File: src/rtl/hazard_unit.sv
// Pipeline hazard/stall controller: operand forwarding, load-use and branch
// hazards, data-memory wait-state FSM with timeout trap, saturating perf counters.
//
// state    | meaning
// ---------+------------------------------------------------------------
// RUN      | normal issue; memory stalls only when an access is not ready
// MEM_WAIT | data memory access outstanding, waitCnt counts wait cycles
// ERR      | access timed out; pipeline frozen until reset
module hazard_unit #(
  parameter int TIMEOUT = 16,
  parameter int CNT_W   = 32
) (
  input  logic             clk,
  input  logic             reset,
  input  logic [4:0]       Rs1D,
  input  logic [4:0]       Rs2D,
  input  logic [4:0]       Rs1E,
  input  logic [4:0]       Rs2E,
  input  logic [4:0]       RdE,
  input  logic [4:0]       RdM,
  input  logic [4:0]       RdW,
  input  logic             ResultSrcE0,
  input  logic             PCSrcE,
  input  logic             RegWriteM,
  input  logic             RegWriteW,
  input  logic             MemReqM,
  input  logic             MemReadyM,
  output logic             StallF,
  output logic             StallD,
  output logic             StallE,
  output logic             StallM,
  output logic             FlushD,
  output logic             FlushE,
  output logic [1:0]       ForwardAE,
  output logic [1:0]       ForwardBE,
  output logic             MemErr,
  output logic [CNT_W-1:0] StallCycles,
  output logic [CNT_W-1:0] FlushCount
);

  localparam int WCW = $clog2(TIMEOUT + 1);

  typedef enum logic [1:0] {
    RUN      = 2'd0,
    MEM_WAIT = 2'd1,
    ERR      = 2'd2
  } stateT;

  stateT          state, stateNext;
  logic [WCW-1:0] waitCnt, waitCntNext;
  logic           lwStall, memStall;

  // M stage has the younger result, so it wins over W.
  always_comb begin
    ForwardAE = 2'b00;
    if (RegWriteM && (RdM != 5'd0) && (RdM == Rs1E))
      ForwardAE = 2'b10;
    else if (RegWriteW && (RdW != 5'd0) && (RdW == Rs1E))
      ForwardAE = 2'b01;
  end

  always_comb begin
    ForwardBE = 2'b00;
    if (RegWriteM && (RdM != 5'd0) && (RdM == Rs2E))
      ForwardBE = 2'b10;
    else if (RegWriteW && (RdW != 5'd0) && (RdW == Rs2E))
      ForwardBE = 2'b01;
  end

  assign lwStall  = ResultSrcE0 && (RdE != 5'd0) && ((RdE == Rs1D) || (RdE == Rs2D));
  assign memStall = ((state == RUN) || (state == MEM_WAIT)) && MemReqM && !MemReadyM;

  always_ff @(posedge clk or posedge reset) begin
    if (reset) begin
      state   <= RUN;
      waitCnt <= '0;
    end else begin
      state   <= stateNext;
      waitCnt <= waitCntNext;
    end
  end

  always_comb begin
    stateNext   = state;
    waitCntNext = waitCnt;
    case (state)
      RUN: begin
        if (MemReqM && !MemReadyM) begin
          stateNext   = MEM_WAIT;
          waitCntNext = WCW'(1);
        end
      end
      MEM_WAIT: begin
        // A dropped request means the access was squashed upstream.
        if (MemReadyM || !MemReqM) begin
          stateNext   = RUN;
          waitCntNext = '0;
        end else if (waitCnt == WCW'(TIMEOUT)) begin
          stateNext = ERR;
        end else begin
          waitCntNext = waitCnt + WCW'(1);
        end
      end
      ERR:     stateNext = ERR;
      default: begin
        stateNext   = RUN;
        waitCntNext = '0;
      end
    endcase
  end

  // Redirect beats load-use: the PC must take the branch target.
  always_comb begin
    StallF = 1'b0;
    StallD = 1'b0;
    StallE = 1'b0;
    StallM = 1'b0;
    FlushD = 1'b0;
    FlushE = 1'b0;
    if ((state == ERR) || memStall) begin
      StallF = 1'b1;
      StallD = 1'b1;
      StallE = 1'b1;
      StallM = 1'b1;
    end else if (PCSrcE) begin
      FlushD = 1'b1;
      FlushE = 1'b1;
    end else if (lwStall) begin
      StallF = 1'b1;
      StallD = 1'b1;
      FlushE = 1'b1;
    end
  end

  assign MemErr = (state == ERR);

  always_ff @(posedge clk or posedge reset) begin
    if (reset) begin
      StallCycles <= '0;
      FlushCount  <= '0;
    end else begin
      if (StallF && (StallCycles != {CNT_W{1'b1}}))
        StallCycles <= StallCycles + CNT_W'(1);
      if (FlushD && (FlushCount != {CNT_W{1'b1}}))
        FlushCount <= FlushCount + CNT_W'(1);
    end
  end

endmodule

File: config.mk
export PLATFORM = sky130hd
export DESIGN_NAME = hazard_unit
export DESIGN_NICKNAME = d
export VERILOG_FILES = /design/src/rtl/hazard_unit.sv
export SDC_FILE = /design/constraint.sdc
export NUM_CORES = 1
export LEC_CHECK = 0
export ABC_CLOCK_PERIOD_IN_PS = 2800
export BUFFER_PORTS_ARGS = -buffer_cell sky130_fd_sc_hd__buf_2
export CAP_MARGIN = 40
export CORE_MARGIN = 2
export CORE_UTILIZATION = 52
export CTS_CLUSTER_DIAMETER = 120
export DETAILED_ROUTE_END_ITERATION = 8
export PLACE_DENSITY = 0.84
export SETUP_SLACK_MARGIN = 0.15
export SYNTH_ARGS = -nofsm -noshare
export SYNTH_HDL_FRONTEND = slang
export SYNTH_SLANG_ARGS = --single-unit
File: constraint.sdc
create_clock -name clk -period 2.8 [get_ports clk]
set_input_delay 0.28 -clock clk [delete_from_list [all_inputs] [get_ports clk]]
set_output_delay 0.28 -clock clk [all_outputs]
set_load 0.1 [all_outputs]
==> results.ini, run 1 <==
[power_and_ir_drop]
p_seq_share_pct = 36.9
power_density_nw_per_um2 = 715
irDropWorstVdd_v = 0.000802
netSwitchingFraction_pct = 45.5
internal_power_uw = 1940
p_switching_uw = 1620
combPwrFrac_pct = 37.1
power.leakage_uw = 0.00240
clkPwrFrac_pct = 26.0

[worst_setup_path]
critPathKind = flip-flop to primary output
startpoint = state[1]
cp_top_family = buffers and inverters
setup.worst_path.start_class = flip-flop
cp_max_fo = 11
slowest_delay_ns = 0.47
worstPathRequired_ns = 2.52
timing.rr.start = StallCycles[0]
worst-path-buf-inv = 3
worstSetupEndpointType = primary output
cp_num_cells = 6
slowest_stage = buf_2
cp.arrival_ns = 2.02
path_cells = nor3b_1 -> buf_4 -> nor2_2 -> o31a_1 -> inv_2 -> buf_2
reg2reg_depth = 7

[routing]
vias = 3444
dr.pass1.iters = 4
drt-total-wl_mm = 9.58
drc = 0
antenna_left = 0
wl_per_cell_um = 15.3
via_per_inst = 5.51
drt_iter0_drc = 130

[cells_and_area]
nNetsFinal = 568
drive_gt1_share_pct = 34.2
area_growth_syn_to_layout_pct = 25.8
multi_input_area_um2 = 2150
design_area_um2 = 4980
n_antenna_cell = 0
nFillCells = 573
final-seq-area_um2 = 1800

[clock_tree]
cts_buffers = 9
clock_path_buffers = 2
clkLatencyLatePin_ns = 0.35
root_buffer = clkbuf_8
cts.sinks = 71
cts_setup_buffers = 0
post_cts_resized = 0
clk_pin_slew_worst_paths_ns = 0.08
ctsHoldBuffers = 0
cts_tree = built
htreeDepth = 3

[synth]
yosys_warnings = 0
synth_edf_count = 0
synth.avg_cell_area_um2 = 10.0
syn_nets = 442
synth_area_um2 = 3960
synth_ff_type = dfrtp_1
synth.distinct_cells = 50
yosysSeqAreaShare_pct = 44.9
synthArstFlopShare_pct = 100
synthCells = 395
synth_seq_cells = 71

[sta]
min_period_over_period_pct = 82.3
hold_viol = 0
relSlewSlack_pct = 53.5
final_max_slew_viol_count = 0
worst_pin_slew_ns = 0.696
timing.fmax_mhz = 434
finClkSkew_ns = 0.0151
rsz0062_at_grt = false
period_needed_ns = 2.30
final.setup.tns_ns = 0
setup_violations = 0
whs_ns = 0.0460

[flow_run]
drv_cap = 0

[outcome]
status = finished clean

[floorplan]
die_height_um = 91.2
initial_core_util_pct = 54.2
die-area_um2 = 8320
die_w_um = 91.2
core_region_area_um2 = 7290
rows = 31
io_pins = 118

[worst_hold_path]
hold_path.class = input port to async pin

[global_routing]
track_usage_pct = 23.3
antenna_found_initial = 0
grt_first_pass_wirelength_mm = 15.7
grt_max_degree = 40
gr-total-overflow = 0
grt_pass1_vias = 3287

[placed_design]
io_buffers = 117
post_dp_cell_area_um2 = 4750
hpwlAfterDp_mm = 7.14
gp_congestion = 0.920

-- cells in the mapped netlist (2+ instances only) --
cell type | count | area share, %
a21oi_1 | 3 | 0.38
inv_1 | 10 | 0.95
inv_2 | 2 | 0.19
nand3_1 | 27 | 3.4
buf_4 | 3 | 0.57
o21ai_0 | 9 | 1.1
xor2_1 | 62 | 14
nor3_2 | 2 | 0.51
nor4_2 | 6 | 1.9
and3_1 | 7 | 1.1
or4_1 | 5 | 0.95
mux2_2 | 2 | 0.57
buf_6 | 2 | 0.57
dfrtp_1 | 71 | 45
nor2_2 | 2 | 0.32
xnor2_1 | 28 | 6.2
nand2_1 | 33 | 3.1
nor4_1 | 7 | 1.1
buf_2 | 2 | 0.25
nor2_1 | 29 | 2.8
ha_1 | 4 | 1.3
nor3b_1 | 2 | 0.38
nor3_1 | 23 | 2.9
and4_1 | 9 | 2.0
nand4_1 | 20 | 3.2
-- cell type report --
| type | instances | area share (%) |
|---|---|---|
| Timing Repair Buffer | 122 | 12.8 |
| Clock inverter | 3 | 1.31 |
| Multi-Input combinational cell | 305 | 43.2 |
| Clock buffer | 13 | 3.19 |
| Tap cell | 99 | 2.49 |
| Sequential cell | 71 | 36.1 |
| Inverter | 12 | 0.980 |
-- power groups by stage --
stage	Clock, uW	Sequential [uW]	Combinational (uW)
3_3_place_gp	0	1320	1300
5_1_grt	989	1330	1370
3_5_place_dp	0	1330	1320
2_1_floorplan	0	2080	310
4_1_cts	942	1310	1330
6_report	926	1310	1320
-- layer usage --
metal	share of wire (%)	track usage [%]	wire, um
met1	43	30.1	4110
met2	50	39.6	4790
met3	6.2	5.56	592
met4	0.93	6.06	89
met5	0	0	0
-- sequential cells by signal, indices dropped and copies added (netlist names) --
register and flops:
waitCnt 5, StallCycles 32, FlushCount 32, state 2
-- cells by family (layout without fill, tap and decap cells) --
kind of cell             Yosys count  in the layout  share of synthesized area [%]
buffers and inverters             19            150                           2.53
flip-flops                        71             71                           44.9
adder cells (fa/ha/maj)            4              4                           1.27
AO/OA/AOI/OAI                     21             21                           3.26
AND/OR/NAND/NOR                  186            186                           27.0
XOR/XNOR                          90             90                           19.9
multiplexers                       4              4                           1.11
-- cell usage in the layout, fill, tap and decap left out, types with 3 or more instances in the layout --
cell,n
xnor2_1,28
o21ai_0,8
and4_1,9
dfrtp_1,56
buf_4,4
and3_1,7
inv_2,3
a21oi_1,3
ha_1,4
nand3_1,27
nor4_1,3
nor2_1,28
dfrtp_2,15
nand2_1,33
buf_2,117
nand4_1,20
or4_1,5
inv_1,8
nor4_2,6
clkbuf_8,11
nor4_4,5
xor2_1,62
nor3_1,23
-- stage by stage --
stage               std cells  util (%)  total power, uW  setup WS, ns
global placement          609      65.2             2620         0.631
CTS                       625      68.3             3580         0.504
floorplan                 395         -             2390        0.0877
finish                    625      68.3             3560         0.497
global route              625      68.3             3690         0.403
detailed placement        609      65.2             2650         0.581
-- path summary, 6_finish.rpt --
path                                         to  slack (ns)
worst max-delay path                     StallF        0.50
worst min-delay path            StallCycles[12]        0.05
worst max register to register   StallCycles[1]        0.55
worst min register to register  StallCycles[10]        0.47
max in group asynchronous         FlushCount[5]        2.11
min in group clk                       state[0]        0.24
No activity file was read; power rests on OpenSTA's default activity.
==> inputs of run 2 (changes only) <==
--- a/config.mk
+++ b/config.mk
@@ -5,7 +5,7 @@
 export SDC_FILE = /design/constraint.sdc
 export NUM_CORES = 1
 export LEC_CHECK = 0
-export ABC_CLOCK_PERIOD_IN_PS = 2800
+export ABC_CLOCK_PERIOD_IN_PS = 2300
 export BUFFER_PORTS_ARGS = -buffer_cell sky130_fd_sc_hd__buf_2
 export CAP_MARGIN = 40
 export CORE_MARGIN = 2
==> constraint.sdc (replaced) <==
create_clock -name clk -period 2.3 [get_ports clk]
set_input_delay 0.23 -clock clk [delete_from_list [all_inputs] [get_ports clk]]
set_output_delay 0.23 -clock clk [all_outputs]
set_load 0.1 [all_outputs]
==> run 2 against run 1 <==
Total power grew 21%. Sequential power up 24%. Via count is 1.4% higher. Cell area is 8.0% higher. Setup slack got worse by 0.25 ns. Combinational power is 28% higher. First-iteration DRC count rose by 77%. Cell count grew 1.6%. Clock skew fell by 0.0014 ns. Wire length is 0.74% lower. Clock power rose by 10%. Worst hold slack worse by 0.036 ns. Largest cell class unchanged. Largest power group unchanged.
==> results.ini, run 2 (synthesis gave the netlist of run 1 again) <==
[sta]
setup_violations = 0  ; unchanged
setup_ws_ns = 0.249  ; was 0.497 ns
rsz0062_at_grt = false  ; unchanged
final_max_slew_viol_count = 0  ; unchanged
hold_viol = 0  ; unchanged
relSlewSlack_pct = 51.6  ; was 53.5%
worst_pin_slew_ns = 0.724  ; was 0.696 ns
finClkSkew_ns = 0.0138  ; was 0.0151 ns
timing.fmax_mhz = 488
period_needed_ns = 2.05
min_period_over_period_pct = 89.2

[worst_setup_path]
worstReg2RegEnd = FlushCount[27]  ; was StallCycles[1]
reg2reg_depth = 9  ; was 7
slowest_stage = dfrtp_2  ; was buf_2
rrSetupSlack_ns = 0.30  ; was 0.55 ns
critPathKind = flip-flop to primary output  ; unchanged
startpoint = state[0]  ; was state[1]
cp_max_fo = 11  ; unchanged
setup.worst_path.start_class = flip-flop  ; unchanged
worstSetupEndpointType = primary output  ; unchanged
slowest_delay_ns = 0.44  ; was 0.47 ns
endpoint = StallD  ; was StallF
worstPathRequired_ns = 2.07  ; was 2.52 ns
path_cells = nand2b_4 -> clkinvlp_4 -> nor2_4 -> o31a_1 -> bufinv_16 -> buf_12  ; was nor3b_1 -> buf_4 -> nor2_2 -> o31a_1 -> inv_2 -> buf_2
cp.arrival_ns = 1.82  ; was 2.02 ns
timing.rr.start = state[0]  ; was StallCycles[0]

[global_routing]
gr-total-overflow = 0  ; unchanged
grt_max_degree = 40  ; unchanged
grt_pass1_vias = 3545  ; was 3287
antenna_found_initial = 0  ; unchanged
track_usage_pct = 24.1  ; was 23.3%
grt_first_pass_wirelength_mm = 16.5  ; was 15.7 mm

[power_and_ir_drop]
power_uw = 4330  ; was 3560 uW
power_density_nw_per_um2 = 804  ; was 715 nW/um2
irDropWorstVdd_v = 0.000627  ; was 0.000802 V
power.leakage_uw = 0.00244  ; was 0.00240 uW

[clock_tree]
cts_buffers = 9  ; unchanged
root_buffer = clkbuf_8  ; unchanged
clock_path_buffers = 2  ; unchanged
clkLatencyLatePin_ns = 0.35  ; about the same
cts.sinks = 71  ; unchanged
cts_tree = built  ; unchanged
clk_pin_slew_worst_paths_ns = 0.09  ; was 0.08 ns
htreeDepth = 3  ; unchanged

[cells_and_area]
nNetsFinal = 578  ; was 568
layout_common_cells = buf_2, xor2_1, dfrtp_2, nand2_1, xnor2_1  ; was buf_2, xor2_1, dfrtp_1, nand2_1
nFillCells = 546  ; was 573
final_common_cell = buf_2  ; unchanged
drive_gt1_share_pct = 46.8  ; was 34.2%
n_antenna_cell = 0  ; unchanged
largest_registers = FlushCount (32), StallCycles (32), waitCnt (5)  ; unchanged
area_growth_syn_to_layout_pct = 36.0  ; was 25.8%

[placed_design]
detailedPlace.worstSlack_ns = 0.208  ; was 0.581 ns
io_buffers = 117  ; unchanged
hpwlAfterDp_mm = 7.27  ; was 7.14 mm
gp_congestion = 0.863  ; was 0.920

[floorplan]
io_pins = 118  ; unchanged
die_height_um = 91.2  ; unchanged
initial_core_util_pct = 54.2  ; unchanged
core_region_area_um2 = 7290  ; unchanged
die_w_um = 91.2  ; unchanged
rows = 31  ; unchanged
die-area_um2 = 8320  ; unchanged

[worst_hold_path]
hold_path.class = input port to async pin  ; unchanged

[routing]
drc = 0  ; unchanged
antenna_left = 0  ; unchanged
drt_iter0_drc = 230  ; was 130
vias = 3492  ; was 3444
wl_per_cell_um = 15.0  ; was 15.3 um
via_per_inst = 5.50  ; was 5.51
dr.pass1.iters = 4  ; unchanged
drt-total-wl_mm = 9.51  ; was 9.58 mm

[flow_run]
drv_cap = 0  ; unchanged

[outcome]
status = finished clean  ; unchanged

==> run 2: cell types whose count changed in the layout (fill, tap and decap cells not counted), sizes merged <==
cell,change
buf,+10
clkbuf,-4
clkinv,+1
clkinvlp,+2
inv,+1
==> run 2: how the worst min path moves through the flow <==
stage	endpoint	startpoint	slack, ns	cells past startpoint
2_1_floorplan	state[0]	MemReadyM	0.41	2
3_3_place_gp	StallCycles[25]	reset	0.39	2
3_5_place_dp	StallCycles[25]	reset	0.40	2
4_1_cts	StallCycles[28]	reset	0.02	2
5_1_grt	StallCycles[31]	reset	0.07	2
6_report	StallCycles[14]	reset	0.01	2
==> run 2: metal layers <==
metal  part of all wire [%]  track usage, %  vias up
met1                     43            32.0     1689
li1                       -               -     1667
met3                    6.0            3.98        7
met4                   0.86            6.82        0
met2                     50            40.7      129
met5                      0               0        -
==> run 2: critical path, delay by kind of cell (launching register included) <==
family | cells | cell delay [ns]
compound gates | 1 | 0.22
buf+inv | 3 | 0.47
simple gates | 2 | 0.32
flops | 1 | 0.44
==> run 2: layout make-up <==
cell class / instances / area (um2) / share of cell area, %
Clock inverter: 7 / 77.6 / 1.44
Multi-Input combinational cell: 305 / 2350 / 43.6
Sequential cell: 71 / 1830 / 34.1
Clock buffer: 9 / 124 / 2.30
Tap cell: 99 / 124 / 2.30
Timing Repair Buffer: 132 / 788 / 14.7
Inverter: 12 / 83.8 / 1.56
==> run 2: timing repair <==
item,in CTS,in global routing
setup buffers,0,2
hold buffers,0,0
gates resized for setup,3,2
endpoints found under the setup margin,4,9
==> run 2: stage by stage <==
stage	setup TNS, ns	util (%)	std cells	area [um2]	hold slack (ns)
floorplan	-5.32	-	395	4340	0.413
global placement	0	70.6	617	5150	0.391
detailed placement	0	70.6	617	5150	0.403
CTS	0	73.4	633	5360	0.0249
global route	0	73.7	635	5380	0.0714
finish	0	73.7	635	5380	0.0102
==> run 2: report_power, final <==
group | internal (uW) | switching (uW) | total, uW
clock | 512 | 506 | 1020
sequential | 1400 | 214 | 1620
combinational | 353 | 1340 | 1690
==> inputs of run 3 (changes only) <==
--- a/config.mk
+++ b/config.mk
@@ -12,6 +12,7 @@
 export CORE_UTILIZATION = 52
 export CTS_CLUSTER_DIAMETER = 120
 export DETAILED_ROUTE_END_ITERATION = 8
+export HOLD_SLACK_MARGIN = 0.1
 export PLACE_DENSITY = 0.84
 export SETUP_SLACK_MARGIN = 0.15
 export SYNTH_ARGS = -nofsm -noshare
==> run 3 against run 2 <==
Register-to-register slack hardly changed. Total power is essentially flat. Die area did not move. Worst hold slack improved by 0.18 ns. Clock power is essentially flat. Fmax increased by 0.22%. First-iteration DRC count down 18%. Via count fell by 0.11%. Sequential share of layout area decreased by 0.063 points. Combinational power about the same. Setup slack gained 0.0045 ns.
==> results.ini, run 3 (synthesis gave the netlist of run 1 again) <==
[worst_setup_path]
startpoint = state[0]  ; unchanged
setup.worst_path.start_class = flip-flop  ; unchanged
worstReg2RegEnd = FlushCount[27]  ; unchanged
worstSetupEndpointType = primary output  ; unchanged
rrSetupSlack_ns = 0.31  ; was 0.30 ns
reg2reg_depth = 9  ; unchanged
slowest_delay_ns = 0.44  ; about the same
cp_max_fo = 11  ; unchanged
timing.rr.start = state[0]  ; unchanged
cp.arrival_ns = 1.82  ; about the same
slowest_stage = dfrtp_2  ; unchanged
critPathKind = flip-flop to primary output  ; unchanged
worstPathRequired_ns = 2.07  ; about the same
path_cells = nand2b_4 -> clkinvlp_4 -> nor2_4 -> o31a_1 -> bufinv_16 -> buf_12  ; unchanged

[routing]
via_per_inst = 5.48  ; was 5.50
drc = 0  ; unchanged
vias = 3488  ; was 3492
drt-total-wl_mm = 9.50  ; was 9.51 mm
wl_per_cell_um = 14.9  ; was 15.0 um
drt_iter0_drc = 189  ; was 230
dr.pass1.iters = 6  ; was 4
antenna_left = 0  ; unchanged

[power_and_ir_drop]
power_density_nw_per_um2 = 802  ; was 804 nW/um2
power.leakage_uw = 0.00244  ; about the same
irDropWorstVdd_v = 0.000627  ; about the same
power_uw = 4320  ; was 4330 uW

[sta]
relSlewSlack_pct = 51.8  ; was 51.6%
final_max_slew_viol_count = 0  ; unchanged
finClkSkew_ns = 0.0138  ; about the same
worst_pin_slew_ns = 0.722  ; was 0.724 ns
period_needed_ns = 2.05  ; about the same
setup_violations = 0  ; unchanged
hold_viol = 0  ; unchanged
min_period_over_period_pct = 89.0  ; was 89.2%
timing.fmax_mhz = 489  ; was 488 MHz
rsz0062_at_grt = false  ; unchanged

[cells_and_area]
largest_registers = FlushCount (32), StallCycles (32), waitCnt (5)  ; unchanged
layout_common_cells = buf_2, xor2_1, dfrtp_2, nand2_1, xnor2_1  ; unchanged
drive_gt1_share_pct = 46.7  ; was 46.8%
n_antenna_cell = 0  ; unchanged
final_common_cell = buf_2  ; unchanged
nNetsFinal = 579  ; was 578
design_area_um2 = 5390  ; was 5380 um2
nFillCells = 544  ; was 546
area_growth_syn_to_layout_pct = 36.2  ; was 36.0%

[clock_tree]
clk_pin_slew_worst_paths_ns = 0.09  ; about the same
clock_path_buffers = 2  ; unchanged
root_buffer = clkbuf_8  ; unchanged
cts.sinks = 71  ; unchanged
cts_tree = built  ; unchanged
htreeDepth = 3  ; unchanged
clkLatencyLatePin_ns = 0.34  ; was 0.35 ns
cts_buffers = 9  ; unchanged

[global_routing]
grt_first_pass_wirelength_mm = 16.5  ; about the same
antenna_found_initial = 0  ; unchanged
gr-total-overflow = 0  ; unchanged
grt_max_degree = 40  ; unchanged
grt_pass1_vias = 3543  ; was 3545
track_usage_pct = 24.0  ; was 24.1%

[placed_design]
hpwlAfterDp_mm = 7.27  ; unchanged
post_dp_cell_area_um2 = 5150  ; unchanged
gp_congestion = 0.863  ; unchanged
io_buffers = 117  ; unchanged

[worst_hold_path]
holdPathEnd = state[0]
hp-start = MemReadyM
hold_path.class = input port to flip-flop  ; was input port to async pin
holdPathStages = 3

[floorplan]
core_region_area_um2 = 7290  ; unchanged
die-area_um2 = 8320  ; unchanged
initial_core_util_pct = 54.2  ; unchanged
io_pins = 118  ; unchanged
die_w_um = 91.2  ; unchanged
die_height_um = 91.2  ; unchanged
rows = 31  ; unchanged

[outcome]
status = finished clean  ; unchanged

[flow_run]
drv_cap = 0  ; unchanged

run 3: cell types whose count changed in the layout (fill, tap and decap cells not counted), sizes merged:
cell and change:
dlygate4sd3 +1
run 3: area by class of cell:
| type | instances | area [um2] | share of cell area [%] |
|---|---|---|---|
| repair buffers | 133 | 798 | 14.8 |
| clock buffers | 9 | 124 | 2.30 |
| flip-flops and latches | 71 | 1830 | 34.0 |
| multi-input cells | 305 | 2350 | 43.6 |
| well taps | 99 | 124 | 2.30 |
| clock inverters | 7 | 77.6 | 1.44 |
| inverters | 12 | 83.8 | 1.56 |
run 3: worst max path at each step:
stage                          end  cells past startpoint
floorplan                   FlushE                      6
global placement    StallCycles[1]                      7
detailed placement  FlushCount[20]                      9
CTS                         StallD                      6
global route                StallD                      6
finish                      StallD                      6
run 3: worst max-delay path, delay by kind of cell (launching register included):
family                 cells  cell delay, ns
AO/OA/AOI/OAI              1            0.22
buffers and inverters      3            0.48
AND/OR/NAND/NOR            2            0.32
flip-flops                 1            0.44
run 3: what timing repair did:
item | CTS | global route
endpoints found under the setup margin | 4 | 9
gates resized for setup | 3 | 2
hold endpoints to repair | 32 | 0
setup buffers | 0 | 2
hold buffers | 1 | 0
run 3: metal layers:
| layer | up-vias | global-route usage (%) | share of wire [%] |
|---|---|---|---|
| met1 | 1678 | 32.0 | 43 |
| li1 | 1666 | - | - |
| met4 | 0 | 6.82 | 0.78 |
| met2 | 137 | 40.6 | 50 |
| met5 | - | 0 | 0 |
| met3 | 7 | 3.98 | 6.2 |
run 3: report_power, final:
part	total, uW	switching [uW]	internal (uW)
Clock	1020	504	512
Combinational	1690	1340	354
Sequential	1620	213	1400
Total	4320	2050	2270
run 3: per-stage QoR:
step | setup slack, ns | utilization, % | cells | hold WS, ns | TNS [ns]
6_report | 0.254 | 73.9 | 636 | 0.190 | 0
5_1_grt | 0.171 | 73.9 | 636 | 0.189 | 0
4_1_cts | 0.197 | 73.6 | 634 | 0.156 | 0
3_5_place_dp | 0.208 | 70.6 | 617 | 0.403 | 0
3_3_place_gp | 0.300 | 70.6 | 617 | 0.391 | 0
2_1_floorplan | -0.347 | - | 395 | 0.413 | -5.32
